[config.mk]
export PLATFORM = sky130hd
export DESIGN_NAME = uart_tx_scheduler
export DESIGN_NICKNAME = d
export VERILOG_FILES = /design/src/rtl/uart_sched_pkg.sv /design/src/rtl/rr_pick.sv /design/src/rtl/uart_tx_scheduler.sv
export SDC_FILE = /design/constraint.sdc
export NUM_CORES = 1
export LEC_CHECK = 0
export ABC_AREA = 1
export BUFFER_PORTS_ARGS = -buffer_cell sky130_fd_sc_hd__buf_2
export CAP_MARGIN = 10
export CORE_MARGIN = 2
export CORE_UTILIZATION = 57
export DETAILED_ROUTE_END_ITERATION = 8
export PLACE_DENSITY = 0.95
export SLEW_MARGIN = 10
export SYNTH_ARGS = -nofsm -noshare
export SYNTH_HDL_FRONTEND = slang
export SYNTH_SLANG_ARGS = --single-unit
[constraint.sdc]
create_clock -name clk -period 4.8 [get_ports clk]
set_input_delay 1.2 -clock clk [delete_from_list [all_inputs] [get_ports clk]]
set_output_delay 1.2 -clock clk [all_outputs]
set_load 0.02 [all_outputs]
[src/rtl/uart_sched_pkg.sv]
// Shared types and sizing helpers for the UART transmit scheduler.
package uart_sched_pkg;

    localparam int BYTE_W = 8;

    typedef enum logic [2:0] {
        ST_IDLE,
        ST_FETCH,
        ST_SEND,
        ST_RELEASE,
        ST_ABORT
    } sched_state_t;

    function automatic int wd_width(input int timeout_cycles);
        return $clog2(timeout_cycles);
    endfunction

    function automatic int idx_width(input int n);
        return (n > 1) ? $clog2(n) : 1;
    endfunction

endpackage

[src/rtl/rr_pick.sv]
// Combinational round-robin picker: first valid requester at or above ptr, wrapping.
module rr_pick
    import uart_sched_pkg::*;
#(
    parameter int N_REQ = 4,
    parameter int IDX_W = 2
) (
    input  logic [N_REQ-1:0] req_valid,
    input  logic [IDX_W-1:0] ptr,
    output logic [N_REQ-1:0] pick_oh,
    output logic [IDX_W-1:0] pick_idx,
    output logic             pick_any
);

    int unsigned      pos;
    logic [IDX_W-1:0] cand;

    always_comb begin
        pick_oh  = '0;
        pick_idx = '0;
        pick_any = 1'b0;
        pos      = 0;
        cand     = '0;
        for (int unsigned k = 0; k < N_REQ; k++) begin
            pos  = (32'(ptr) + k) % N_REQ;
            cand = IDX_W'(pos);
            if (!pick_any && req_valid[cand]) begin
                pick_any      = 1'b1;
                pick_idx      = cand;
                pick_oh[cand] = 1'b1;
            end
        end
    end

endmodule

[src/rtl/uart_tx_scheduler.sv]
// Grants the shared UART transmitter to one source per message (round-robin) and
// streams its bytes over a four-phase tx_en/tx_over handshake with a stall watchdog.
module uart_tx_scheduler
    import uart_sched_pkg::*;
#(
    parameter int N_REQ          = 4,
    parameter int TIMEOUT_CYCLES = 20000
) (
    input  logic                    clk,
    input  logic                    rst,
    input  logic [N_REQ-1:0]        req_valid,
    input  logic [BYTE_W*N_REQ-1:0] req_data,
    input  logic [N_REQ-1:0]        req_last,
    output logic [N_REQ-1:0]        req_ready,
    output logic [N_REQ-1:0]        grant,
    output logic                    tx_en,
    output logic [BYTE_W-1:0]       tx_data,
    input  logic                    tx_over,
    output logic                    busy,
    output logic                    msg_done,
    output logic                    timeout_err
);

    localparam int IDX_W = idx_width(N_REQ);
    localparam int WD_W  = wd_width(TIMEOUT_CYCLES);
    localparam logic [WD_W-1:0]  WD_LIMIT = WD_W'(TIMEOUT_CYCLES - 1);
    localparam logic [IDX_W-1:0] IDX_MAX  = IDX_W'(N_REQ - 1);

    sched_state_t      state;
    logic [IDX_W-1:0]  ptr;
    logic [IDX_W-1:0]  gidx;
    logic [WD_W-1:0]   wd_cnt;
    logic [BYTE_W-1:0] hold_data;
    logic              hold_last;

    logic [N_REQ-1:0]  pick_oh;
    logic [IDX_W-1:0]  pick_idx;
    logic              pick_any;

    logic              sel_valid;
    logic              sel_last;
    logic [BYTE_W-1:0] sel_data;
    logic              wd_hit;
    logic [IDX_W-1:0]  next_ptr;

    rr_pick #(
        .N_REQ (N_REQ),
        .IDX_W (IDX_W)
    ) u_pick (
        .req_valid (req_valid),
        .ptr       (ptr),
        .pick_oh   (pick_oh),
        .pick_idx  (pick_idx),
        .pick_any  (pick_any)
    );

    // Grant is one-hot, so an AND-OR mux selects the owner's byte and flags.
    always_comb begin
        sel_data = '0;
        for (int unsigned i = 0; i < N_REQ; i++) begin
            sel_data = sel_data | (req_data[i*BYTE_W +: BYTE_W] & {BYTE_W{grant[i]}});
        end
    end

    assign sel_valid = |(req_valid & grant);
    assign sel_last  = |(req_last & grant);
    assign wd_hit    = (wd_cnt == WD_LIMIT);
    assign next_ptr  = (gidx == IDX_MAX) ? '0 : gidx + 1'b1;
    assign req_ready = (state == ST_FETCH) ? grant : '0;
    assign tx_data   = hold_data;

    always_ff @(posedge clk) begin
        if (!rst) begin
            state       <= ST_IDLE;
            ptr         <= '0;
            gidx        <= '0;
            grant       <= '0;
            tx_en       <= 1'b0;
            hold_data   <= '0;
            hold_last   <= 1'b0;
            busy        <= 1'b0;
            msg_done    <= 1'b0;
            timeout_err <= 1'b0;
            wd_cnt      <= '0;
        end else begin
            msg_done    <= 1'b0;
            timeout_err <= 1'b0;
            case (state)
                ST_IDLE: begin
                    wd_cnt <= '0;
                    if (pick_any) begin
                        grant <= pick_oh;
                        gidx  <= pick_idx;
                        busy  <= 1'b1;
                        state <= ST_FETCH;
                    end
                end
                ST_FETCH: begin
                    if (wd_hit) begin
                        timeout_err <= 1'b1;
                        wd_cnt      <= '0;
                        state       <= ST_ABORT;
                    end else if (sel_valid) begin
                        hold_data <= sel_data;
                        hold_last <= sel_last;
                        tx_en     <= 1'b1;
                        wd_cnt    <= '0;
                        state     <= ST_SEND;
                    end else begin
                        wd_cnt <= wd_cnt + 1'b1;
                    end
                end
                ST_SEND: begin
                    if (wd_hit) begin
                        timeout_err <= 1'b1;
                        tx_en       <= 1'b0;
                        wd_cnt      <= '0;
                        state       <= ST_ABORT;
                    end else if (tx_over) begin
                        tx_en  <= 1'b0;
                        wd_cnt <= '0;
                        state  <= ST_RELEASE;
                    end else begin
                        wd_cnt <= wd_cnt + 1'b1;
                    end
                end
                ST_RELEASE: begin
                    if (wd_hit) begin
                        timeout_err <= 1'b1;
                        wd_cnt      <= '0;
                        state       <= ST_ABORT;
                    end else if (!tx_over) begin
                        wd_cnt <= '0;
                        if (hold_last) begin
                            msg_done <= 1'b1;
                            ptr      <= next_ptr;
                            grant    <= '0;
                            busy     <= 1'b0;
                            state    <= ST_IDLE;
                        end else begin
                            state <= ST_FETCH;
                        end
                    end else begin
                        wd_cnt <= wd_cnt + 1'b1;
                    end
                end
                ST_ABORT: begin
                    // Unwatched: only a stuck tx_over can hold us here.
                    wd_cnt <= '0;
                    if (!tx_over) begin
                        ptr   <= next_ptr;
                        grant <= '0;
                        busy  <= 1'b0;
                        state <= ST_IDLE;
                    end
                end
                default: begin
                    state <= ST_IDLE;
                end
            endcase
        end
    end

endmodule
==> Yosys cells after proc, flatten, opt, wreduce, memory -nomap -nowiden <==
Cells that the tools add are included.
{ "totals": {"regBits": 39, "out_inout_bits": 20, "elab_cells": 153} }
{ "classes": {"n_addsub": 5, "n_lt_le_gt_ge": 8, "eq_ne": 16, "muxes": 71, "bitwise_logic": 15, "n_reduce_logical": 27} }
{ "op_table": {"columns": ["operator", "count"], "rows": [
  ["2-to-1 mux 15 bit", 6],
  ["one-hot mux 15 bit (4 select lines)", 1],
  ["2-to-1 mux 4 bit", 10],
  ["bitwise AND 8 bit", 4],
  ["2-to-1 mux 1 bit", 24],
  ["2-to-1 mux 3 bit", 8],
  ["OR 8 bit", 3],
  ["2-to-1 mux 2 bit", 9],
  ["adder 15 x 1 -> 15 bit (second input constant)", 1],
  ["== test 15 bit (second input constant)", 1],
  ["one-hot mux 3 bit (5 select lines)", 1],
  ["!= test 2 bit (second input constant)", 7],
  ["less-than comparator 2 x 3 -> 1 bit (second input constant)", 4],
  ["OR 4 bit", 3],
  ["one-hot mux 4 bit (3 select lines)", 1],
  ["OR reduction 4 bit", 3],
  ["AND reduction 5 bit", 2],
  ["!= test 3 bit (second input constant)", 3],
  ["bitwise AND 4 bit", 2],
  ["binary-select mux 1 bit (select 2 bit)", 4],
  ["demux 1 bit (select 2 bit)", 4],
  [">= comparator 2 x 1 -> 1 bit (second input constant)", 4],
  ["logical AND 1 bit", 7],
  ["== test 3 x 2 -> 1 bit (second input constant)", 2],
  ["20 further kinds", 28]
]} }

==> Logic depth before layout (Yosys ltp) <==
{ "depth": {"word_depth": 14, "mapped_depth": 13, "ltp_nobuf": 13} }

==> Hierarchy <==
A second synthesis with hierarchy kept.
{ "unflattened": {"hier_cells": 373, "area_unflattened_um2": 2492.4} }
{ "modules_own_cells": {"columns": ["mod", "instances", "cells_per_inst", "area_per_inst_um2", "seq_area_each_um2"], "rows": [
  ["uart_tx_scheduler", 1, 299, 2052.0, 780.7],
  ["rr_pick", 1, 74, 440.4, 0.0]
]} }

==> Least setup slack after synthesis <==
OpenSTA, ideal clock, no wires.
{ "synth_timing": {"path_type": "flip-flop to output port", "startpoint": "register state[0]", "endpoint": "output req_ready[0]", "arrival_ns": 1.149, "required_ns": 3.600, "slack_ns": 2.451, "path_stages_with_launch": 5, "n_path_buf": 0, "cell_sequence": "dfxtp_1 > inv_1 > nor3_1 > inv_1 > nor2_1"} }
{ "synth_via": {"elab_chain_cells": 2} }
{ "synth_lines": {"columns": ["item", "line", "source"], "rows": [
  ["start: declaration", "uart_tx_scheduler.sv:29", "sched_state_t state;"],
  ["start signal: assignment", "uart_tx_scheduler.sv:74", "state <= ST_IDLE;"],
  ["start signal: assignment", "uart_tx_scheduler.sv:95", "state <= ST_FETCH;"],
  ["start signal: assignment", "uart_tx_scheduler.sv:102", "state <= ST_ABORT;"],
  ["== test 3 x 1 -> 1 bit", "uart_tx_scheduler.sv:69", "assign req_ready = (state == ST_FETCH) ? grant : '0;"],
  ["2-to-1 mux 4 bit", "uart_tx_scheduler.sv:69", null],
  ["end: declaration", "uart_tx_scheduler.sv:14", "output logic [N_REQ-1:0] req_ready,"]
]} }
No other way between the ends.

==> Worst setup path in the final report <==
{ "layout_timing": {"startpoint": "register state[0]", "endpoint": "output req_ready[2]"} }
Same word-level chain as after synthesis.

==> run_results.csv <==
group,metric,value,unit
run_status,status,"finished clean",
critical_path,cp-start-kind,"flop",
layout,final_cell_mix,"nand2_1 (79), buf_2 (62), nor2_1 (49), dfxtp_1 (39), inv_1 (35)",
timing,slew_headroom,60.0,%
layout,drive_above_1_share,20.6,%
timing,fin_worst_skew,10.6,ps
critical_path,path_cells,"inv_1 -> nor3_1 -> inv_1 -> nor2_1 -> buf_2",
floorplanning,design.die.area,4820,sq um
clock_tree,clk_latency,300,ps
synthesis,seq_area_frac_synth,32.0,%
drt,drt-vias-per-instance,5.52,
synthesis,postSynthAreaPerCell,6.69,sq um
timing,timing.final.crit_period,2910,ps
clock_tree,post-cts-setup-buffers,0,
clock_tree,cts-root-to-sink-buffers,2,
timing,tns,0,ps
global_route,grt_start_max_net_pins,20,
layout,num-nets-final,478,
critical_path,critical_path.most_common_cell,"inv_1",
floorplanning,initial_core_util,60.2,%
synthesis,yosys_warnings,0,
floorplanning,die_x,69.5,microns
run,maxCapViolations,0,
timing,final_max_slew_viol_count,0,
clock_tree,cts.hold.buffers_added,0,
placed_design,detailedPlacementHpwl,4.73,mm
timing,fmax,343,MHz
clock_tree,htree_num_levels,2,
clock_tree,cts_buffers,5,
hold_path,timing.hold.worst.class,"flop to flop",
power,max-vdd-ir-drop,0.000455,V
critical_path,worst_ep_required_time,3600,ps
clock_tree,tritoncts_clock_tree,"done",
drt,remaining_antenna_violation_count_after_routing,0,
critical_path,cp_data_arrival_time,1710,ps
layout,mostFrequentLayoutCell,"nand2_1",
synthesis,post_synth_instance_area,2440,sq um
clock_tree,clock_sink_count,39,
timing,max_slew.worst_pin.slew,600,ps
drt,drc,0,
drt,detailroute.via_count,2633,
floorplanning,placementRows,23,
critical_path,setup_cp_type,"flop to output port",
synthesis,synth_cells,365,
global_route,grt_pass1_vias,2383,
drt,avgRoutedWirePerCell,12.9,microns
layout,area.growth.synth_to_final,18.1,%
power,leakagePower,1.33,nW
clock_tree,cts-root-buf,"clkbuf_8",
critical_path,critPathMaxFanout,6,
timing,final-setup-viol-count,0,
placed_design,routability_congestion_estimate_from_global_placement,0.890,
drt,drt_wl_total,6.16,mm
floorplanning,placeableCoreArea,4060,sq um
critical_path,slowest_delay,410,ps
clock_tree,ctsResizeCount,0,
layout,filler_cell_count,307,
layout,antenna_cells,0,
critical_path,crit_path_top_delay_cell,"dfxtp_1",
clock_tree,clk_pin_slew,80,ps
timing,grt_setup_unrepaired,"no",
synthesis,synth_seq_cells,39,
global_route,overall_overflow_remaining_after_global_route,0,
timing,whs,489,ps
synthesis,synth.net_count,417,
placed_design,portBuffers,62,
floorplanning,dieHeight,69.5,microns
global_route,antenna_found_initial,0,
global_route,grt_util_all_layers,26.4,%
power,powerDensity,559,nW/um^2
drt,dr.pass1.iters,5,
synthesis,synth.lib_cells_used.distinct,29,
critical_path,crit_path_end_kind,"output port",
global_route,grt_pass1_wl,10.3,mm
timing,hold_viol,0,
floorplanning,num_io_pins,63,
drt,starting_drc_count_in_detailed_routing,157,
timing,post-route-period-util,60.7,%
==> synthesized netlist by cell type <==
cell / number / area (sq um)
clkinv_1: 1 / 3.75
buf_2: 4 / 20.0
nand2_1: 79 / 297
ha_1: 9 / 113
and3_1: 1 / 6.26
nor2_4: 2 / 22.5
a21boi_0: 4 / 30.0
nand2_2: 3 / 18.8
nand3_1: 24 / 120
a22o_1: 9 / 78.8
nand4_1: 12 / 75.1
nand3b_1: 1 / 7.51
nor2_1: 49 / 184
xor2_1: 8 / 70.1
buf_4: 2 / 15.0
nor2_2: 7 / 43.8
xnor2_1: 2 / 17.5
or2_2: 1 / 6.26
a21oi_1: 23 / 115
inv_2: 4 / 15.0
dfxtp_1: 39 / 781
o21ai_1: 1 / 5.00
inv_1: 35 / 131
nor3_1: 9 / 45.0
o21ai_0: 23 / 115
nand4_2: 1 / 12.5
clkbuf_1: 2 / 7.51
a21o_1: 1 / 7.51
a221oi_1: 9 / 78.8
==> per-layer routing <==
layer	track usage [%]	up-vias	wire (microns)
li1	-	1343	-
met5	0	-	0
met1	29.1	1168	2530
met4	14.4	0	222
met3	7.12	19	377
met2	45.7	103	3040
==> critical path, delay by kind of cell, from the launching register on <==
| kind | cells | cell delay, ps |
|---|---|---|
| flip-flops | 1 | 410 |
| AND/OR/NAND/NOR | 2 | 490 |
| buffers and inverters | 3 | 510 |
==> cells by family (layout without fill, tap and decap cells) <==
logic type	count (synthesis)	count (layout)	synth area share (%)
flops	39	39	32.0
fa+ha+maj	9	9	4.61
buf+inv	48	110	7.89
xor+xnor	10	10	3.59
compound gates	70	70	17.6
simple gates	189	189	34.3
==> cell type report <==
class | count | area [sq um] | area share [%]
Timing Repair Buffer | 62 | 310 | 10.8
Clock inverter | 3 | 43.8 | 1.52
Clock buffer | 5 | 68.8 | 2.39
Multi-Input combinational cell | 278 | 1470 | 50.9
Sequential cell | 39 | 781 | 27.1
Tap cell | 50 | 62.6 | 2.17
Inverter | 40 | 150 | 5.20
==> where the power goes <==
group	switching, W	leakage (nW)	internal, W
registers	0.0000981	0.317	0.000384
clock network	0.000121	0.0581	0.000155
logic	0.000567	0.960	0.000289
total	0.000786	1.33	0.000827
==> sequential cells by signal, indices dropped and copies added, names as in the netlist <==
| name | count |
|---|---|
| busy | 1 |
| gidx | 2 |
| grant | 4 |
| hold_last | 1 |
| msg_done | 1 |
| ptr | 2 |
| state | 3 |
| timeout_err | 1 |
| tx_data | 8 |
| tx_en | 1 |
| wd_cnt | 15 |
==> path summary, 6_finish.rpt <==
kind | to | startpoint | depth (start not counted) | slack (ps)
hold reg to reg | wd_cnt[1] | wd_cnt[1] | 2 | 490
setup reg to reg | gidx[0] | ptr[0] | 12 | 2550
setup / recovery | req_ready[2] | state[0] | 5 | 1890
hold / removal | wd_cnt[1] | wd_cnt[1] | 2 | 490
==> through the flow <==
step	instances	worst slack (ps)	total power, W	utilization, %	area, sq um
finish	477	1890	0.00161	71.1	2890
global route	477	1740	0.00174	71.1	2890
CTS	477	1920	0.00160	71.1	2890
detailed placement	469	2230	0.00132	68.3	2770
global placement	469	2280	0.00129	68.3	2770
floorplan	365	2450	0.00111	-	2440
No activity file was read; power rests on OpenSTA's default activity.
